<file path="config.mk">
export PLATFORM = sky130hd
export DESIGN_NAME = ssd1306_spi_streamer
export DESIGN_NICKNAME = d
export VERILOG_FILES = /design/src/rtl/ssd1306_spi_streamer.sv
export SDC_FILE = /design/constraint.sdc
export NUM_CORES = 1
export LEC_CHECK = 0
export CAP_MARGIN = 20
export CORE_MARGIN = 8
export CORE_UTILIZATION = 62
export CTS_CLUSTER_SIZE = 8
export DETAILED_ROUTE_END_ITERATION = 12
export PLACE_DENSITY = 0.85
export RECOVER_POWER = 50
export SLEW_MARGIN = 40
export SYNTH_ARGS = -nofsm -noshare
export SYNTH_HDL_FRONTEND = slang
export SYNTH_SLANG_ARGS = --single-unit
</file>
<file path="constraint.sdc">
create_clock -name clk -period 5.4 [get_ports clk]
set_clock_uncertainty 0.15 [all_clocks]
set_input_delay 1.08 -clock clk [delete_from_list [all_inputs] [get_ports clk]]
set_output_delay 1.08 -clock clk [all_outputs]
set_load 0.02 [all_outputs]
</file>
<file path="src/rtl/ssd1306_spi_streamer.sv">
// SSD1306 4-wire SPI streamer: panel hard reset, init command list, then endless 128x8 page-byte frames.
// Optional SCREEN_RESYNC_EN: re-send the column/page window commands before every frame.
module ssd1306_spi_streamer #(
    parameter int STARTUP_WAIT = 270000,
    parameter int CLK_DIV      = 1,
    parameter int PIXEL_LAT    = 2
) (
    input  logic       clk,
    input  logic       rst_n,
    output logic       ioReset,
    output logic       ioCs,
    output logic       ioSclk,
    output logic       ioSdin,
    output logic       ioDc,
    output logic [9:0] pixelAddress,
    input  logic [7:0] pixelData,
    output logic       init_done,
    output logic       frame_start
);

    localparam int MAX_A   = (STARTUP_WAIT > CLK_DIV) ? STARTUP_WAIT : CLK_DIV;
    localparam int MAX_CNT = (MAX_A > PIXEL_LAT) ? MAX_A : PIXEL_LAT;
    localparam int CNT_W   = $clog2(MAX_CNT + 1);

    localparam logic [CNT_W-1:0] WAIT_LAST = CNT_W'(STARTUP_WAIT - 1);
    localparam logic [CNT_W-1:0] DIV_LAST  = CNT_W'(CLK_DIV - 1);
    localparam logic [CNT_W-1:0] LAT_LAST  = CNT_W'(PIXEL_LAT - 1);

    localparam logic [3:0] INIT_LAST    = 4'd9;
    localparam logic [3:0] RESYNC_FIRST = 4'd10;
`ifdef SCREEN_RESYNC_EN
    localparam logic [3:0] LAST_CMD = 4'd15;
`else
    localparam logic [3:0] LAST_CMD = 4'd9;
`endif

    typedef enum logic [2:0] {
        ST_WAIT_HI,
        ST_RST_LO,
        ST_WAIT_POST,
        ST_LOAD_CMD,
        ST_SEND,
        ST_NEXT,
        ST_PIX_WAIT
    } state_t;

    state_t           state;
    logic [CNT_W-1:0] cnt;
    logic [3:0]       cmd_idx;
    logic [2:0]       bit_cnt;
    logic [7:0]       shreg;
    logic [7:0]       rom_byte;

    // Entries 0..9 are the init list, 10..15 the window resync (column 0-127, page 0-7).
    function automatic logic [7:0] cmd_rom(input logic [3:0] idx);
        case (idx)
            4'd0:    cmd_rom = 8'hAE;
            4'd1:    cmd_rom = 8'h20;
            4'd2:    cmd_rom = 8'h00;
            4'd3:    cmd_rom = 8'h8D;
            4'd4:    cmd_rom = 8'h14;
            4'd5:    cmd_rom = 8'hA1;
            4'd6:    cmd_rom = 8'hC8;
            4'd7:    cmd_rom = 8'h81;
            4'd8:    cmd_rom = 8'h7F;
            4'd9:    cmd_rom = 8'hAF;
            4'd10:   cmd_rom = 8'h21;
            4'd11:   cmd_rom = 8'h00;
            4'd12:   cmd_rom = 8'h7F;
            4'd13:   cmd_rom = 8'h22;
            4'd14:   cmd_rom = 8'h00;
            4'd15:   cmd_rom = 8'h07;
            default: cmd_rom = 8'h00;
        endcase
    endfunction

    assign rom_byte = cmd_rom(cmd_idx);

    always_ff @(posedge clk or negedge rst_n) begin
        if (!rst_n) begin
            state        <= ST_WAIT_HI;
            cnt          <= '0;
            cmd_idx      <= 4'd0;
            bit_cnt      <= 3'd7;
            shreg        <= 8'h00;
            ioReset      <= 1'b1;
            ioCs         <= 1'b1;
            ioSclk       <= 1'b0;
            ioSdin       <= 1'b0;
            ioDc         <= 1'b0;
            pixelAddress <= 10'd0;
            init_done    <= 1'b0;
            frame_start  <= 1'b0;
        end else begin
            frame_start <= 1'b0;
            case (state)
                ST_WAIT_HI: begin
                    if (cnt == WAIT_LAST) begin
                        cnt     <= '0;
                        ioReset <= 1'b0;
                        state   <= ST_RST_LO;
                    end else begin
                        cnt <= cnt + CNT_W'(1);
                    end
                end
                ST_RST_LO: begin
                    if (cnt == WAIT_LAST) begin
                        cnt     <= '0;
                        ioReset <= 1'b1;
                        state   <= ST_WAIT_POST;
                    end else begin
                        cnt <= cnt + CNT_W'(1);
                    end
                end
                ST_WAIT_POST: begin
                    if (cnt == WAIT_LAST) begin
                        cnt   <= '0;
                        state <= ST_LOAD_CMD;
                    end else begin
                        cnt <= cnt + CNT_W'(1);
                    end
                end
                ST_LOAD_CMD: begin
                    shreg   <= rom_byte;
                    ioSdin  <= rom_byte[7];
                    ioDc    <= 1'b0;
                    ioCs    <= 1'b0;
                    bit_cnt <= 3'd7;
                    cnt     <= '0;
                    state   <= ST_SEND;
                end
                ST_SEND: begin
                    // MOSI is already valid on entry; each half-period ends on cnt == DIV_LAST.
                    if (cnt == DIV_LAST) begin
                        cnt <= '0;
                        if (!ioSclk) begin
                            ioSclk <= 1'b1;
                        end else begin
                            ioSclk <= 1'b0;
                            if (bit_cnt == 3'd0) begin
                                state <= ST_NEXT;
                            end else begin
                                bit_cnt <= bit_cnt - 3'd1;
                                shreg   <= {shreg[6:0], 1'b0};
                                ioSdin  <= shreg[6];
                            end
                        end
                    end else begin
                        cnt <= cnt + CNT_W'(1);
                    end
                end
                ST_NEXT: begin
                    // ioDc still describes the byte just sent, so it selects command vs data phase.
                    if (!ioDc) begin
                        if (cmd_idx == INIT_LAST) begin
                            init_done <= 1'b1;
                        end
                        if (cmd_idx != LAST_CMD) begin
                            cmd_idx <= cmd_idx + 4'd1;
                            state   <= ST_LOAD_CMD;
                        end else begin
                            pixelAddress <= 10'd0;
                            frame_start  <= 1'b1;
                            cnt          <= '0;
                            state        <= ST_PIX_WAIT;
                        end
                    end else begin
                        pixelAddress <= pixelAddress + 10'd1;
`ifdef SCREEN_RESYNC_EN
                        if (pixelAddress == 10'd1023) begin
                            cmd_idx <= RESYNC_FIRST;
                            state   <= ST_LOAD_CMD;
                        end else begin
                            cnt   <= '0;
                            state <= ST_PIX_WAIT;
                        end
`else
                        if (pixelAddress == 10'd1023) begin
                            frame_start <= 1'b1;
                        end
                        cnt   <= '0;
                        state <= ST_PIX_WAIT;
`endif
                    end
                end
                ST_PIX_WAIT: begin
                    if (cnt == LAT_LAST) begin
                        shreg   <= pixelData;
                        ioSdin  <= pixelData[7];
                        ioDc    <= 1'b1;
                        bit_cnt <= 3'd7;
                        cnt     <= '0;
                        state   <= ST_SEND;
                    end else begin
                        cnt <= cnt + CNT_W'(1);
                    end
                end
                default: begin
                    state <= ST_WAIT_HI;
                end
            endcase
        end
    end

endmodule

</file>
==> metrics <==
status=complete, but fails checks; failing checks=capacitance limit, slew limit; Tot Pwr=0.655 mW; DRT antenna net count=0; Worst-Skew Late Latency=310 ps; post-cts resize count=0; grt total ovfl=0; WS Path Type=primary input to asynchronous set/reset pin; Critical Path Source Type=primary input; row cnt=26; Worst Hold Class=register to register; Avg Inst Size Synth=9.77 um2; R2R Setup Slk=2920 ps; io pins=27; CTS H-tree depth=2; CTS tree=yes; antenna cell count=0; largest net degree at the start of global routing=54; commonest non-fill, non-tap cell in the layout=dfrtp_1; # setup viols final=0; final core occ=70.4%; final period utilization=64.3%; Reg clk slew, reported paths=90 ps; cts hold-fix bufs=0; setup tns final=0 ps; LEAKAGE=1.48 nW; Filler Cell Count=399; CTS Sinks=53; commonest non-fill, non-tap cells in the layout=48 x dfrtp_1, 31 x nor2_1, 25 x clkdlybuf4s50_1; Die Area=7670 um2; DRC=0; Non-Filler Instances=416; Netlist Area Pre-Place=3180 um2; CP peak stage delay=1960 ps; Die Span X=87.6 um; WL/cell=14.8 um; Pwr Density=186 nW/um2; Worst Path Buf+Inv=2; Yosys Warn Count=0; Final Hold Vio Count=0; Tmin final=3470 ps; gpl congestion=0.909; Buffers on Ports=26; via-per-instance ratio=5.75; crit path DAT=3150 ps; first-pass GRT wire length=10500 um; max-slew violations=54; DRT Pass-1 Iters=4; RSZ-0062 raised after global routing=no; max_cap viols=1; Worst path top cell family by delay=buffers and inverters; final setup margin=1930 ps; ys async rst share=100%; Root Buffer=clkbuf_8; crit path max-delay cell type=clkbuf_1; EDFF count, synth=0; Tightest Pin Transition=2790 ps; Gate Count Post-Synth=325; Nets=368; Yosys reg bits=53; synth unique cells=57; initial antenna violation count=0; worst rel slew slack=-85.7%; GRT Util Overall=17.2%; Core ar.=5010 um2; fmax=288 MHz; vias=2393; synth-to-layout area growth=11.1%; pre-CTS WS=2770 ps; vias in the first global route=2242; initial core utilization=63.4%; layout cells sized above 1=13.3%; CP endpoint kind=asynchronous set/reset pin; Placed Cells incl. Taps=408; CTS Buffer Depth=2; hpwl dp=4330 um; postcts setup bufs=0; peak supply drop=189 uV; crit path max fanout=53; required time worst endpoint=5070 ps; Seq/Total Area, Yosys=42.0%; Total Wirelength=6170 um; CP Cell Sequence=buf_2 > clkbuf_1; Syn Nets=348; Die Ht=87.6 um; Starting DRT DRC Count=163; Num CTS Buffers=5; ys flop type=dfrtp_1
power breakdown:
part | switching [mW] | internal, mW | total (mW) | leakage, nW
clock | 0.128 | 0.116 | 0.245 | 0.0542
combinational | 0.00807 | 0.00539 | 0.0135 | 0.734
sequential | 0 | 0.397 | 0.397 | 0.687
total | 0.137 | 0.518 | 0.655 | 1.48
cell usage after synthesis, drive strengths merged, types with 9 or more instances:
cell	count	area, um2
buf	10	83.8
xor2	18	158
inv	13	48.8
mux2i	9	90.1
dfrtp	48	1200
ha	13	163
o21ai	13	65.1
nand3	16	90.1
nand4	12	75.1
nor2	42	185
mux2	10	135
nand2	18	67.6
a21oi	12	63.8
registers in the layout, summed over array words and instances (netlist names):
| name | flops |
|---|---|
| bit_cnt | 3 |
| cmd_idx | 4 |
| cnt | 19 |
| frame_start | 1 |
| init_done | 1 |
| ioCs | 1 |
| ioDc | 1 |
| ioReset | 1 |
| ioSclk | 1 |
| ioSdin | 1 |
| pixelAddress | 10 |
| shreg | 7 |
| state | 3 |
layer usage:
| layer | global-route usage [%] | vias to the layer above | routed length (um) |
|---|---|---|---|
| met2 | 26.8 | 63 | 2860 |
| met3 | 4.03 | 7 | 329 |
| met4 | 5.94 | 0 | 68 |
| met5 | 0 | - | 0 |
| li1 | - | 1189 | - |
| met1 | 22.8 | 1134 | 2910 |
logic make-up (layout without fill, tap and decap cells):
family | count (synthesis) | count (layout) | synth area share (%)
XOR/XNOR | 26 | 26 | 7.17
AO/OA/AOI/OAI | 55 | 55 | 11.4
AND/OR/NAND/NOR | 132 | 132 | 22.6
buffers and inverters | 27 | 48 | 4.65
adder cells (fa/ha/maj) | 13 | 13 | 5.12
flip-flops | 53 | 53 | 42.0
multiplexers | 19 | 19 | 7.09
stage by stage:
stage | cell area [um2] | hold slack, ps
floorplan | 3180 | 316
global placement | 3430 | 302
detailed placement | 3430 | 321
CTS | 3530 | 339
global route | 3530 | 345
finish | 3530 | 335
layout make-up:
cell class	instances	area, um2	area share (%)
well taps	70	87.6	2.48
clock buffers	7	96.3	2.73
flip-flops and latches	53	1330	37.8
inverters	13	48.8	1.38
multi-input cells	245	1700	48.2
repair buffers	27	259	7.34
clock inverters	1	5.00	0.142
worst paths after layout:
path / from / endpoint / cells after the start
setup reg to reg: state[1] / shreg[0] / 5
hold / removal: init_done / init_done / 1
max in group clk: ioDc / ioDc / 1
min in group asynchronous: rst_n / shreg[3] / 2
hold reg to reg: init_done / init_done / 1
setup / recovery: rst_n / pixelAddress[4] / 2
worst register-to-register path, stage by stage, from the launching register on:
cell and delay, ps:
dfrtp_1 760, mux2i_1 240, or2_1 150, nor2_2 60, a21oi_2 610, mux2_2 410
No activity file was read; power rests on OpenSTA's default activity.
